File: config.mk
export PLATFORM = sky130hd
export DESIGN_NAME = prio_irq_encoder_flat
export DESIGN_NICKNAME = d
export VERILOG_FILES = /design/src/rtl/prio_irq_encoder_pkg.sv /design/src/rtl/prio_irq_encoder_if.sv /design/src/rtl/prio_irq_encoder_req_edge_detect.sv /design/src/rtl/prio_irq_encoder.sv /design/src/flat_wrapper.sv
export SDC_FILE = /design/constraint.sdc
export NUM_CORES = 1
export LEC_CHECK = 0
export CORE_MARGIN = 5
export CORE_UTILIZATION = 41
export CTS_CLUSTER_DIAMETER = 30
export DETAILED_ROUTE_END_ITERATION = 8
export GPL_ROUTABILITY_DRIVEN = 1
export PLACE_DENSITY = 0.78
export SYNTH_ARGS = -nofsm -noshare
export SYNTH_HDL_FRONTEND = slang
export SYNTH_SLANG_ARGS = --single-unit
File: constraint.sdc
create_clock -name clk -period 1.33 [get_ports clk]
set_input_delay 0.266 -clock clk [delete_from_list [all_inputs] [get_ports clk]]
set_output_delay 0.266 -clock clk [all_outputs]
set_load 0.005 [all_outputs]
File: src/rtl/prio_irq_encoder_pkg.sv
// Shared types and helpers for the sequential priority interrupt encoder.
package prio_irq_pkg;

    // Widest request vector the helper search supports.
    localparam int MAXN = 32;
    localparam int MAXIDW = 5;

    typedef enum logic [1:0] {
        IDLE    = 2'd0,
        PRESENT = 2'd1,
        GAP     = 2'd2
    } pie_state_e;

    // Result of a priority search: index of the lowest set bit plus a found flag.
    typedef struct packed {
        logic              found;
        logic [MAXIDW-1:0] idx;
    } lsi_t;

    // Lowest index wins. Bits at or above n are ignored so the same search
    // serves any request width up to MAXN.
    function automatic lsi_t lowest_set_index(input logic [MAXN-1:0] vec, input int n);
        lsi_t r;
        r.found = 1'b0;
        r.idx   = '0;
        for (int i = MAXN - 1; i >= 0; i--) begin
            if (i < n && vec[i]) begin
                r.found = 1'b1;
                r.idx   = MAXIDW'(i);
            end
        end
        return r;
    endfunction

endpackage

File: src/rtl/prio_irq_encoder_if.sv
// Request/handshake bundle between request sources, the encoder and its consumer.
//
// Handshake: valid_o=1 means id_o names a pending request and stays stable
// until the consumer raises ack for one cycle; the pending bit is cleared at
// that edge. ack while valid_o=0 is ignored.
interface prio_irq_encoder_if
    import prio_irq_pkg::*;
#(
    parameter int N = 8
);
    localparam int IDW = $clog2(N);

    logic [N-1:0]   req;
    logic [N-1:0]   mask;
    logic           ack;
    logic           valid_o;
    logic [IDW-1:0] id_o;
    logic [N-1:0]   pend_o;
    logic           overflow_o;
    pie_state_e     state_dbg;

    modport master (
        output req, mask, ack,
        input  valid_o, id_o, pend_o, overflow_o, state_dbg
    );

    modport slave (
        input  req, mask, ack,
        output valid_o, id_o, pend_o, overflow_o, state_dbg
    );

endinterface

File: src/rtl/prio_irq_encoder_req_edge_detect.sv
// Rising-edge detector for a vector of level request lines.
// The first cycle after reset only primes req_q, so lines already high when
// reset is released do not produce events.
module req_edge_detect #(
    parameter int N = 8
) (
    input  logic         clk,
    input  logic         rstn,
    input  logic [N-1:0] req,
    output logic [N-1:0] rise
);

    logic [N-1:0] req_q;
    logic         armed;

    // Track previous request levels; arm detection one cycle after reset.
    always_ff @(posedge clk or negedge rstn) begin
        if (!rstn) begin
            req_q <= '0;
            armed <= 1'b0;
        end else begin
            req_q <= req;
            armed <= 1'b1;
        end
    end

    assign rise = armed ? (req & ~req_q) : '0;

endmodule

File: src/rtl/prio_irq_encoder.sv
// Sequential priority encoder: captures request edges into sticky pending
// bits and presents the lowest-index unmasked one over a valid/ack handshake.
module prio_irq_encoder
    import prio_irq_pkg::*;
#(
    parameter int N = 8
) (
    input logic              clk,
    input logic              rstn,
    prio_irq_encoder_if.slave bus
);

    localparam int IDW = $clog2(N);

    pie_state_e     state;
    logic           valid_q;
    logic [IDW-1:0] id_q;
    logic [N-1:0]   pend;
    logic           ovf_q;

    logic [N-1:0]   rise;
    logic [N-1:0]   clr;
    logic [N-1:0]   pend_nxt;
    logic [N-1:0]   cand;
    logic           ovf_nxt;
    lsi_t           pick;

    req_edge_detect #(.N(N)) u_edge (
        .clk  (clk),
        .rstn (rstn),
        .req  (bus.req),
        .rise (rise)
    );

    // Pending update: clear the acknowledged bit, then OR in new edges so a
    // simultaneous set on the same line wins and is not an overflow.
    always_comb begin
        clr = '0;
        if (state == PRESENT && bus.ack) begin
            clr[id_q] = 1'b1;
        end
        pend_nxt = (pend & ~clr) | rise;
        ovf_nxt  = |(rise & pend & ~clr);
        cand     = pend & ~bus.mask;
        pick     = lowest_set_index(MAXN'(cand), N);
    end

    // Pending register and overflow pulse.
    always_ff @(posedge clk or negedge rstn) begin
        if (!rstn) begin
            pend  <= '0;
            ovf_q <= 1'b0;
        end else begin
            pend  <= pend_nxt;
            ovf_q <= ovf_nxt;
        end
    end

    // Presentation FSM: latch an index, hold it until ack, then one idle cycle.
    always_ff @(posedge clk or negedge rstn) begin
        if (!rstn) begin
            state   <= IDLE;
            valid_q <= 1'b0;
            id_q    <= '0;
        end else begin
            case (state)
                IDLE: begin
                    if (pick.found) begin
                        id_q    <= IDW'(pick.idx);
                        valid_q <= 1'b1;
                        state   <= PRESENT;
                    end
                end
                PRESENT: begin
                    if (bus.ack) begin
                        valid_q <= 1'b0;
                        state   <= GAP;
                    end
                end
                GAP: begin
                    state <= IDLE;
                end
                default: begin
                    valid_q <= 1'b0;
                    state   <= IDLE;
                end
            endcase
        end
    end

    assign bus.valid_o    = valid_q;
    assign bus.id_o       = id_q;
    assign bus.pend_o     = pend;
    assign bus.overflow_o = ovf_q;
    assign bus.state_dbg  = state;

    // Unknown inputs must never be quietly read as zero.
    a_no_x_inputs: assert property (@(posedge clk) disable iff (!rstn)
        !$isunknown({bus.req, bus.mask, bus.ack}))
        else $error("unknown value on req/mask/ack");

endmodule

File: src/flat_wrapper.sv
// flat-port wrapper written by rule: the top's interface ports become plain ports
module prio_irq_encoder_flat import prio_irq_pkg::*;
#(
    parameter int N = 8
)
  (clk, rstn, bus_req, bus_mask, bus_ack, bus_valid_o, bus_id_o, bus_pend_o, bus_overflow_o, bus_state_dbg);
  prio_irq_encoder_if #(.N(N)) bus_i ();
  input logic clk;
  input logic rstn;
  input wire logic [$bits(bus_i.req)-1:0] bus_req;
  input wire logic [$bits(bus_i.mask)-1:0] bus_mask;
  input wire logic [$bits(bus_i.ack)-1:0] bus_ack;
  output wire logic [$bits(bus_i.valid_o)-1:0] bus_valid_o;
  output wire logic [$bits(bus_i.id_o)-1:0] bus_id_o;
  output wire logic [$bits(bus_i.pend_o)-1:0] bus_pend_o;
  output wire logic [$bits(bus_i.overflow_o)-1:0] bus_overflow_o;
  output wire logic [$bits(bus_i.state_dbg)-1:0] bus_state_dbg;
  assign bus_i.req = bus_req;
  assign bus_i.mask = bus_mask;
  assign bus_i.ack = bus_ack;
  assign bus_valid_o = bus_i.valid_o;
  assign bus_id_o = bus_i.id_o;
  assign bus_pend_o = bus_i.pend_o;
  assign bus_overflow_o = bus_i.overflow_o;
  assign bus_state_dbg = bus_i.state_dbg;
  prio_irq_encoder #(.N(N)) u_core (.clk(clk), .rstn(rstn), .bus(bus_i));
endmodule
### After elaboration in Yosys (flattened, before gate mapping)

Index checks and enable logic that the tools add are counted.
W data, S select, Z words.

* magnitude comparators: 2
* eq/ne operators: 4
* muxes and demuxes: 18
* bitwise gates (word level): 10
* reduce and logical (&&, ||, !) cells: 7

Operators by type and width (count)
* $mux W6: 8
* $and A8 B8 Y8: 5
* $not A8 Y8: 3
* $mux W8: 2
* $or A8 B8 Y8: 1
* $reduce_or A8 Y1: 1
* $lt A3 B4 Y1 const B: 1
* $mux W2: 2
* $pmux W2 S2: 1
* $reduce_and A2 Y1: 2
* $demux W1 S3: 1
* $ge A3 B1 Y1 const B: 1
* $mux W1: 3
* $pmux W1 S3: 1
* $reduce_and A3 Y1: 1
* $eq A2 B1 Y1 const B: 1
* $eq A2 B2 Y1 const B: 1
* $logic_and A1 B1 Y1: 2
* $logic_not A2 Y1: 1
* $ne A2 B1 Y1 const B: 1
* $ne A2 B2 Y1 const B: 1
* $not A1 Y1: 1

* register bits after elaboration: 24
* output and inout port bits: 15
* logic and storage cells: 48

### Depth between registers and ports, before layout

Gate-level depths: netlist of run 1.

* word-level depth: 12
* depth in mapped cells: 5
* gate-level depth less buffers: 4

### Cells and area by module

Synthesis of run 1 repeated with hierarchy kept, for this count alone.

* cell total of the unflattened synthesis: 107
* area total of the unflattened synthesis: 1121.1 um2

By module, submodules not included
* prio_irq_encoder: instances 1, cells an instance 89, area each 822.0 um2
* req_edge_detect: instances 1, cells an instance 18, area each 299.0 um2

### Least setup slack after synthesis of run 1

Ideal clock, no wire load.

* path type: reg2reg
* start: reg u_core.state[1] (netlist: u_core.bus.state_dbg[1])
* end: reg u_core.ovf_q (netlist: u_core.bus.overflow_o)
* setup time: 0.140 ns
* arrival: 1.175 ns
* setup slack: 0.015 ns
* stages on the path, launching flop included: 5
* buffers on the path: 0
* clock period less this slack: 1.315 ns
* path through: dfrtp_1 -> and4bb_2 -> a21oi_1 -> nor4_2 -> o2111ai_1

* cells in the longest elaborated chain, start to end: 6

RTL lines
* start: declaration: line prio_irq_encoder.sv:15 `pie_state_e state;`
* start signal: assignment: line prio_irq_encoder.sv:62 `state <= IDLE;`
* start signal: assignment: line prio_irq_encoder.sv:71 `state <= PRESENT;`
* start signal: assignment: line prio_irq_encoder.sv:77 `state <= GAP;`
* $eq A2 B1 Y1: line prio_irq_encoder.sv:39 `if (state == PRESENT && bus.ack) begin`
* $logic_and A1 B1 Y1: line prio_irq_encoder.sv:39
* $mux W8: line prio_irq_encoder.sv:39
* $not A8 Y8: line prio_irq_encoder.sv:43 `ovf_nxt = |(rise & pend & ~clr);`
* $and A8 B8 Y8: line prio_irq_encoder.sv:43
* $reduce_or A8 Y1: line prio_irq_encoder.sv:43
* named net u_core.ovf_nxt: line prio_irq_encoder.sv:25 `logic ovf_nxt;`
* end signal: assignment: line prio_irq_encoder.sv:55 `ovf_q <= ovf_nxt;`
* end: declaration: line prio_irq_encoder.sv:19 `logic ovf_q;`

The timed path passes the listed nets, and every way through them passes these cells.
A chain may end at the register's enable or synchronous reset.

### Worst setup path in the final report of run 1

Ends and elaborated chain as after synthesis.

==> key figures, run 1 <==
Critical path
  – Setup CP Type: reg2reg
  – CP Max Fanout: 5
  – Crit end category: register
  – CP Launch Type: register
  – Crit path required time: 1.51 ns
  – Crit path DAT: 1.72 ns

Outcome
  – Status: finished, violations left
  – Failing checks: negative setup slack

Timing
  – RSZ-0062 raised after global routing: true
  – Final setup violation count: 5
  – Setup Skew: 0.01094 ns
  – FMAX: 648.2 MHz
  – Final hold violation count: 0
  – Post-layout min period: 1.543 ns
  – Fin worst setup slack: -0.2127 ns
  – Final worst-path cycle share: 116.0%
  – Final TNS setup: -0.4761 ns
  – Max Transition Viols Final: 0

Floorplanning
  – Ports: 34
  – Starting Density: 41.64%
  – Rows: 19
  – CORE AREA: 0.002686 mm2
  – Die ar.: 0.003873 mm2
  – Die Height: 62.23 um
  – Die W: 62.23 um

Clocking
  – Number of CTS-inserted buffers: 3
  – Maximum buffer depth of the clock tree: 2
  – Clock root buffer master: clkbuf_4
  – Clock-pin slew on the worst setup and hold paths: 0.13 ns
  – CTS tree: done
  – Clock Latency Late Sink: 0.31 ns
  – TritonCTS Sinks: 24
  – H-tree depth: 1

Global routing
  – Initial antenna violation count: 0
  – First-pass GRT wire length: 5.361 mm
  – GRT Total Usage: 16.99%
  – Vias in the first global route: 1228
  – Largest net degree at the start of global routing: 25
  – Total gr overflow: 0

Power
  – Pwr Density: 1837 mW/mm2
  – Leakage: 0.8694 nW
  – Power, Total: 3.555 mW
  – Max IR drop VDD: 1248 uV

Cells and area
  – Antenna cell count: 0
  – Area of the multi-input gates: 598.1 um2
  – Post-layout instance area: 0.001936 mm2
  – Area Growth Syn to Fin: 73.04%
  – Share of cells above drive strength 1: 40.34%
  – Layout filler cell count: 194
  – Net count, final: 197
  – FF+latch area: 603.1 um2
  – Fin cells: 207

Synthesis
  – Synth Net Count: 121
  – YS warnings: 0
  – Area share of the leading cell type in the synthesized netlist: 53.69%
  – Syn Area/Cell: 10.97 um2
  – Syn Inst Count: 102
  – Mapped Area: 0.001119 mm2
  – Area contributors post-synth: dfrtp_1, nand2b_1, nand2_1
  – Library cells used by synthesis: 35
  – Largest area contributor in the netlist: dfrtp_1
  – Seq/Total Area, Yosys: 53.69%
  – Synthesized flop and latch total: 24

Placement
  – Placed cells: 182
  – RD Place Congestion: 0.8306
  – Dpl hpwl: 2.254 mm
  – Port bufs: 33
  – Placed cell area: 0.001610 mm2

Drt
  – Final wirelength: 3.317 mm
  – Vias per cell: 5.483
  – Wire per inst: 16.02 um
  – DR pass1 iterations: 4
  – Initial DRC count: 37
  – DR vias: 1135
  – Post-route ant nets: 0
  – Remaining DRCs: 0

Min path
  – Hold Crit Class: in2async

Flow run
  – # Max-Cap Violations: 0
-- timing repair --
action | 4_1_cts | 5_1_grt
endpoints found under the setup margin | 18 | 14
gates resized for setup | 31 | 21
buffers inserted | 19 | 5
pin swaps | 8 | 8
hold buffers | 0 | 0
-- placed cells by master (no fill, tap or decap), types with 2 or more instances in the layout --
master | netlist | final
o21ai_1 | 2 | 2
dfrtp_2 | 0 | 2
nor2b_1 | 4 | 4
nand2_1 | 11 | 6
dlygate4sd2_1 | 0 | 13
inv_1 | 8 | 7
clkbuf_4 | 0 | 3
a32o_1 | 4 | 4
dfrtp_1 | 24 | 22
a21oi_2 | 1 | 2
nand2_2 | 0 | 5
nand2b_1 | 8 | 3
buf_4 | 0 | 30
o21ai_0 | 2 | 2
nand2b_4 | 0 | 6
nand3b_1 | 3 | 3
clkdlybuf4s50_1 | 0 | 18
nand4b_1 | 4 | 4
nand4_1 | 2 | 2
buf_6 | 0 | 11
a21oi_1 | 5 | 4
-- power by group --
part	switching, mW	internal [mW]	total (mW)
Sequential	0.120	0.947	1.07
Clock	0.207	0.106	0.313
Combinational	0.954	1.22	2.18
-- final timing paths --
| check | startpoint | end | slack, ns | cells after the start |
|---|---|---|---|---|
| min in group clk | bus_req[7] | u_core.u_edge.req_q[7] | 0.41 | 1 |
| max in group asynchronous | rstn | u_core.bus.id_o[1] | 0.79 | 2 |
| min | rstn | u_core.u_edge.req_q[1] | 0.29 | 2 |
| min reg2reg | u_core.u_edge.req_q[2] | u_core.bus.pend_o[2] | 0.53 | 2 |
| max reg2reg | u_core.bus.state_dbg[1] | u_core.bus.overflow_o | -0.21 | 5 |
| max | u_core.bus.state_dbg[1] | u_core.bus.overflow_o | -0.21 | 5 |
-- Yosys cell counts (all sizes together) --
cell type / number
and4bb: 1
conb: 1
and2b: 1
o2bb2ai: 1
nand2b: 9
o31ai: 1
nor2: 3
o22a: 1
a32o: 4
a22oi: 1
nand3: 1
a22o: 1
nor2b: 4
o311ai: 1
nand4: 2
nand2: 11
o41ai: 2
a21oi: 6
a31o: 2
and4b: 1
o21ai: 4
dfrtp: 24
buf: 1
inv: 8
a311oi: 1
nand3b: 3
o2111ai: 2
nand4b: 4
nor4: 1
-- worst max-delay path, stage by stage, from the launching register on --
cell,delay [ns]
dfrtp_1,0.42
buf_6,0.13
and4bb_2,0.36
a21oi_2,0.07
nor4_2,0.28
o2111ai_1,0.15
-- logic make-up after synthesis --
logic type | share of synthesized area [%]
AO/OA/AOI/OAI | 20.02
buffers and inverters | 3.132
flip-flops | 53.69
other | 0.3352
AND/OR/NAND/NOR | 22.82
-- per-stage QoR --
step | hold WS (ns) | util, % | setup WS, ns
2_1_floorplan | -0.02959 | - | 0.01484
3_3_place_gp | 0.4617 | 59.94 | -0.3652
3_5_place_dp | 0.4690 | 59.94 | -0.4148
4_1_cts | 0.3058 | 68.19 | -0.1458
5_1_grt | 0.3045 | 72.05 | -0.3297
6_report | 0.2893 | 72.05 | -0.2127
-- sequential cells by signal (all words and copies together), names as in the netlist --
signal,cells
u_core.u_edge.req_q,8
u_core.bus.id_o,3
u_core.bus.valid_o,1
u_core.u_edge.armed,1
u_core.bus.state_dbg,2
u_core.bus.overflow_o,1
u_core.bus.pend_o,8
-- final cells by class --
class | instances | area share [%]
Inverter | 8 | 1.551
Multi-Input combinational cell | 69 | 30.90
Tap cell | 31 | 2.004
Clock buffer | 3 | 1.164
Sequential cell | 24 | 31.16
Timing Repair Buffer | 72 | 33.23
-- metal layers --
metal  up-vias  GRT usage [%]  wire (um)
li1        525              -          -
met5         -              0          0
met1       555          18.31       1261
met2        43          32.12       1764
met3        12          3.063        184
met4         0          6.504        107
Note: power is estimated with default switching activity, not from simulation.
==> inputs of run 2 (changes only) <==
--- a/config.mk
+++ b/config.mk
@@ -5,12 +5,13 @@
 export SDC_FILE = /design/constraint.sdc
 export NUM_CORES = 1
 export LEC_CHECK = 0
-export CORE_MARGIN = 5
+export CORE_MARGIN = 1.5
 export CORE_UTILIZATION = 41
 export CTS_CLUSTER_DIAMETER = 30
 export DETAILED_ROUTE_END_ITERATION = 8
 export GPL_ROUTABILITY_DRIVEN = 1
 export PLACE_DENSITY = 0.78
+export SETUP_SLACK_MARGIN = 0.1
 export SYNTH_ARGS = -nofsm -noshare
 export SYNTH_HDL_FRONTEND = slang
 export SYNTH_SLANG_ARGS = --single-unit
==> run 2 against run 1 <==
  * The run still ends with negative setup slack left
  * Flip-flop and latch count is the same
  * Clock skew decreased by 0.0075 ns
  * Register-to-register slack gained 0.04 ns
  * Critical path depth stayed put
  * Via count fell by 0.97%
  * Final cell count is 1.4% higher
  * Non-clock buffer count rose by 3
  * Largest cell class unchanged
==> key figures, run 2 (synthesis results as in run 1) <==
Power
  – Max IR drop VDD: 1416 uV
  – Power, Total: 3.840 mW
  – Leakage: 0.9018 nW
  – Pwr Density: 1946 mW/mm2

Critical path
  – CP Cell Sequence: buf_6, and4b_2, a21oi_2, nor4_2, o2111ai_1
  – CP Launch Type: register
  – Setup CP Type: reg2reg
  – Max stage delay cell, worst path: dfrtp_1
  – Crit end category: register
  – Crit path required time: 1.52 ns
  – Crit path DAT: 1.69 ns
  – CP Max Fanout: 4
  – Worst path bufs/invs: 1
  – Crit path max-delay family: simple AND/OR/NAND/NOR gates
  – Slowest stage delay, CP: 0.42 ns

Floorplanning
  – Starting Density: 44.35%
  – Ports: 34
  – Die W: 55.23 um
  – Die ar.: 0.003050 mm2
  – CORE AREA: 0.002522 mm2
  – Rows: 18
  – Die Height: 55.23 um

Timing
  – Fin worst setup slack: -0.1720 ns
  – Final setup violation count: 8
  – Final hold violation count: 0
  – Final TNS setup: -0.6731 ns
  – Setup Skew: 0.003444 ns
  – Post-layout min period: 1.502 ns
  – Worst hold slack: 0.2860 ns
  – Final worst-path cycle share: 112.9%
  – RSZ-0062 raised after global routing: true
  – Max Transition Viols Final: 0
  – FMAX: 665.8 MHz

Global routing
  – GRT Total Usage: 24.38%
  – First-pass GRT wire length: 5.637 mm
  – Initial antenna violation count: 0
  – Largest net degree at the start of global routing: 25
  – Total gr overflow: 0
  – Vias in the first global route: 1206

Cells and area
  – Area Growth Syn to Fin: 76.40%
  – Commonest non-fill, non-tap cells in the layout: buf_4, dfrtp_1, buf_6
  – Layout filler cell count: 164
  – Post-layout instance area: 0.001973 mm2
  – Antenna cell count: 0
  – Commonest non-fill, non-tap cell in the layout: buf_4
  – Fin cells: 210
  – Share of cells above drive strength 1: 48.33%
  – Net count, final: 200

Placement
  – Placed cells: 185
  – Dpl hpwl: 2.332 mm
  – RD Place Congestion: 0.8311
  – Port bufs: 33
  – Placed cell area: 0.001650 mm2

Clocking
  – Clock root buffer master: clkbuf_4
  – CTS tree: done
  – Clock-pin slew on the worst setup and hold paths: 0.13 ns
  – Clock Latency Late Sink: 0.32 ns
  – Maximum buffer depth of the clock tree: 2
  – H-tree depth: 1
  – CTS hold repair buffers: 0
  – TritonCTS Sinks: 24
  – Number of CTS-inserted buffers: 3

Outcome
  – Status: finished, violations left
  – Failing checks: negative setup slack

Drt
  – Post-route ant nets: 0
  – Wire per inst: 16.31 um
  – DR pass1 iterations: 4
  – Vias per cell: 5.352
  – Remaining DRCs: 0
  – DR vias: 1124
  – Final wirelength: 3.425 mm
  – Initial DRC count: 20

Flow run
  – # Max-Cap Violations: 0

Min path
  – Hold Crit Class: in2async
==> run 2: changes by cell type in the layout (fill, tap and decap cells not counted), sizes merged <==
cell	change
buf	+11
clkbuf	+6
dlygate4sd2	-13
==> run 2: area by class of cell <==
type	count	area, um2	share of cell area, %
Clock buffer	4	36.28	1.839
Timing Repair Buffer	75	675.6	34.24
Multi-Input combinational cell	69	588.1	29.80
Inverter	8	32.53	1.649
Sequential cell	24	603.1	30.56
Tap cell	30	37.54	1.902
==> run 2: final timing paths <==
path	startpoint	end	slack, ns	cells past startpoint
hold reg to reg	u_core.bus.valid_o	u_core.bus.valid_o	0.50	2
hold / removal	rstn	u_core.u_edge.req_q[3]	0.29	2
setup / recovery	u_core.bus.state_dbg[1]	u_core.bus.overflow_o	-0.17	5
max in group asynchronous	rstn	u_core.bus.id_o[1]	0.79	2
setup reg to reg	u_core.bus.state_dbg[1]	u_core.bus.overflow_o	-0.17	5
min in group clk	bus_req[7]	u_core.u_edge.req_q[7]	0.40	1
==> run 2: per-stage QoR <==
stage	util (%)	worst slack, ns
after detailed placement	65.43	-0.4481
after global routing	78.22	-0.2516
final	78.22	-0.1720
after global placement	65.43	-0.3436
after CTS	77.33	-0.1826
after floorplan	-	0.03411
==> run 2: worst register-to-register path, delay by kind of cell, from the launching register on <==
kind / cells / cell delay, ns
simple gates: 2 / 0.60
flops: 1 / 0.42
compound gates: 2 / 0.23
buf+inv: 1 / 0.13
==> run 2: metal layers <==
layer | GRT usage, % | wire length (um)
met5 | 0 | 0
met4 | 11.50 | 114
met3 | 4.918 | 103
met2 | 41.67 | 1833
met1 | 29.24 | 1374
==> run 2: timing repair <==
action	4_1_cts	5_1_grt
gates resized for setup	77	17
pin swaps	12	3
buffers inserted	19	4
setup endpoints to repair	26	26
==> run 2: report_power, final <==
group          leakage, nW  switching (mW)  internal [mW]  total, mW
Sequential           0.263           0.168          0.948       1.12
Combinational        0.617           0.980           1.35       2.33
Clock               0.0210           0.221          0.167      0.389
==> inputs of run 3 (changes only) <==
--- a/config.mk
+++ b/config.mk
@@ -10,7 +10,7 @@
 export CTS_CLUSTER_DIAMETER = 30
 export DETAILED_ROUTE_END_ITERATION = 8
 export GPL_ROUTABILITY_DRIVEN = 1
-export PLACE_DENSITY = 0.78
+export PLACE_DENSITY_LB_ADDON = 0.3
 export SETUP_SLACK_MARGIN = 0.1
 export SYNTH_ARGS = -nofsm -noshare
 export SYNTH_HDL_FRONTEND = slang
==> run 3 against run 2 <==
  * Largest power group unchanged
  * Combinational power increased by 7%
  * Utilization up 2.6 points
  * Critical path type unchanged
  * The run still ends with negative setup slack left
  * Clock skew increased by 0.00062 ns
  * Worst setup slack better by 0.0083 ns
  * Largest cell class unchanged
==> key figures, run 3 (synthesis results as in run 1) <==
Clocking
  – TritonCTS Sinks: 24
  – Clock Latency Late Sink: 0.32 ns
  – Clock-pin slew on the worst setup and hold paths: 0.13 ns
  – Clock root buffer master: clkbuf_4
  – H-tree depth: 1
  – CTS tree: done
  – Maximum buffer depth of the clock tree: 2
  – Number of CTS-inserted buffers: 3

Cells and area
  – Post-layout instance area: 0.002039 mm2
  – Area of the multi-input gates: 604.3 um2
  – Share of cells above drive strength 1: 51.34%
  – FF+latch area: 603.1 um2
  – Net count, final: 207
  – Antenna cell count: 0
  – Commonest non-fill, non-tap cell in the layout: buf_4
  – Commonest non-fill, non-tap cells in the layout: buf_4, dfrtp_1, buf_6
  – Area Growth Syn to Fin: 82.33%
  – Layout filler cell count: 138

Global routing
  – Total gr overflow: 0
  – GRT Total Usage: 24.34%
  – Initial antenna violation count: 0
  – Largest net degree at the start of global routing: 25
  – Vias in the first global route: 1240
  – First-pass GRT wire length: 5.858 mm

Timing
  – Final setup violation count: 9
  – Max Transition Viols Final: 0
  – RSZ-0062 raised after global routing: true
  – Post-layout min period: 1.494 ns
  – Final worst-path cycle share: 112.3%
  – FMAX: 669.5 MHz
  – Final hold violation count: 0
  – Setup Skew: 0.004064 ns
  – Fin worst setup slack: -0.1637 ns

Power
  – Pwr Density: 1954 mW/mm2
  – Sw frac: 36.09%
  – Logic gate share of total power: 62.7%
  – Sequential power share: 27.6%
  – Clock power frac: 9.7%
  – Switching Power: 1.438 mW
  – Power, Total: 3.985 mW
  – Max IR drop VDD: 1433 uV
  – Leakage: 0.9290 nW
  – Internal power: 2.547 mW

Outcome
  – Status: finished, violations left
  – Failing checks: negative setup slack

Min path
  – Hold Crit Class: in2async

Critical path
  – CP Launch Type: register
  – CP Cell Sequence: buf_6, and4b_2, a21oi_2, nor4_2, o2111ai_1
  – Setup CP Type: reg2reg
  – Worst path bufs/invs: 1
  – Max stage delay cell, worst path: dfrtp_1
  – Crit path DAT: 1.69 ns
  – Crit end category: register
  – Worst reg2reg setup slack: -0.16 ns
  – Crit path max-delay family: simple AND/OR/NAND/NOR gates
  – Crit path required time: 1.52 ns
  – CP Max Fanout: 3
  – Slowest stage delay, CP: 0.42 ns

Drt
  – Final wirelength: 3.617 mm
  – Post-route ant nets: 0
  – DR vias: 1174
  – Wire per inst: 16.67 um
  – Initial DRC count: 66
  – Remaining DRCs: 0
  – Vias per cell: 5.410
  – DR pass1 iterations: 4

Placement
  – RD Place Congestion: 0.8178
  – Placed cell area: 0.001643 mm2
  – Port bufs: 33
  – Dpl hpwl: 2.242 mm

Floorplanning
  – Die ar.: 0.003050 mm2
  – Starting Density: 44.35%
  – Ports: 34
  – Die W: 55.23 um
  – Die Height: 55.23 um
  – Rows: 18
  – CORE AREA: 0.002522 mm2

Flow run
  – # Max-Cap Violations: 0
==> run 3: changes by cell type in the layout (fill, tap and decap cells not counted), sizes merged <==
cell | before | now
clkdlybuf4s15 | 0 | 3
buf | 52 | 54
clkbuf | 9 | 11
==> run 3: final cells by class <==
class / count / share of cell area, %
tap: 30 / 1.840
sequential: 24 / 29.57
clock buffer: 4 / 1.779
multi-input combinational: 69 / 29.63
timing repair buffer: 82 / 35.71
inverter: 8 / 1.472
==> run 3: repair_timing <==
action	4_1_cts	5_1_grt
gates resized for setup	80	14
pin swaps	17	4
hold buffers	0	0
cloned	0	0
setup buffers	26	4
endpoints found under the setup margin	25	28
==> run 3: routing by layer <==
metal | routed length (um) | GRT usage [%] | vias to the layer above
met4 | 79 | 8.711 | 0
met5 | 0 | 0 | -
li1 | - | - | 550
met2 | 1853 | 43.03 | 47
met1 | 1477 | 29.56 | 566
met3 | 206 | 4.215 | 11
==> run 3: through the flow <==
stage | worst slack, ns | std cells | util [%] | hold slack (ns) | TNS, ns
global placement | -0.3568 | 184 | 65.13 | 0.4672 | -3.280
global route | -0.2014 | 217 | 80.85 | 0.2883 | -1.382
CTS | -0.1218 | 214 | 80.46 | 0.2965 | -0.6008
floorplan | 0.03411 | 102 | - | -0.02959 | 0
detailed placement | -0.4484 | 184 | 65.13 | 0.4723 | -3.834
finish | -0.1637 | 217 | 80.85 | 0.2866 | -0.9935
==> run 3: final timing paths <==
kind | start | to | depth (start not counted)
max | u_core.bus.state_dbg[1] | u_core.bus.overflow_o | 5
min | rstn | u_core.bus.pend_o[2] | 2
max reg2reg | u_core.bus.state_dbg[1] | u_core.bus.overflow_o | 5
min reg2reg | u_core.u_edge.req_q[3] | u_core.bus.pend_o[3] | 2
max in group asynchronous | rstn | u_core.bus.id_o[0] | 2
min in group clk | bus_req[7] | u_core.u_edge.req_q[7] | 1
==> run 3: power by group through the flow <==
stage | sequential (mW) | combinational, mW | clock [mW]
3_5_place_dp | 1.21 | 1.49 | 0
2_1_floorplan | 1.17 | 0.596 | 0
4_1_cts | 1.08 | 2.35 | 0.391
6_report | 1.10 | 2.50 | 0.387
5_1_grt | 1.12 | 2.63 | 0.445
3_3_place_gp | 1.19 | 1.45 | 0
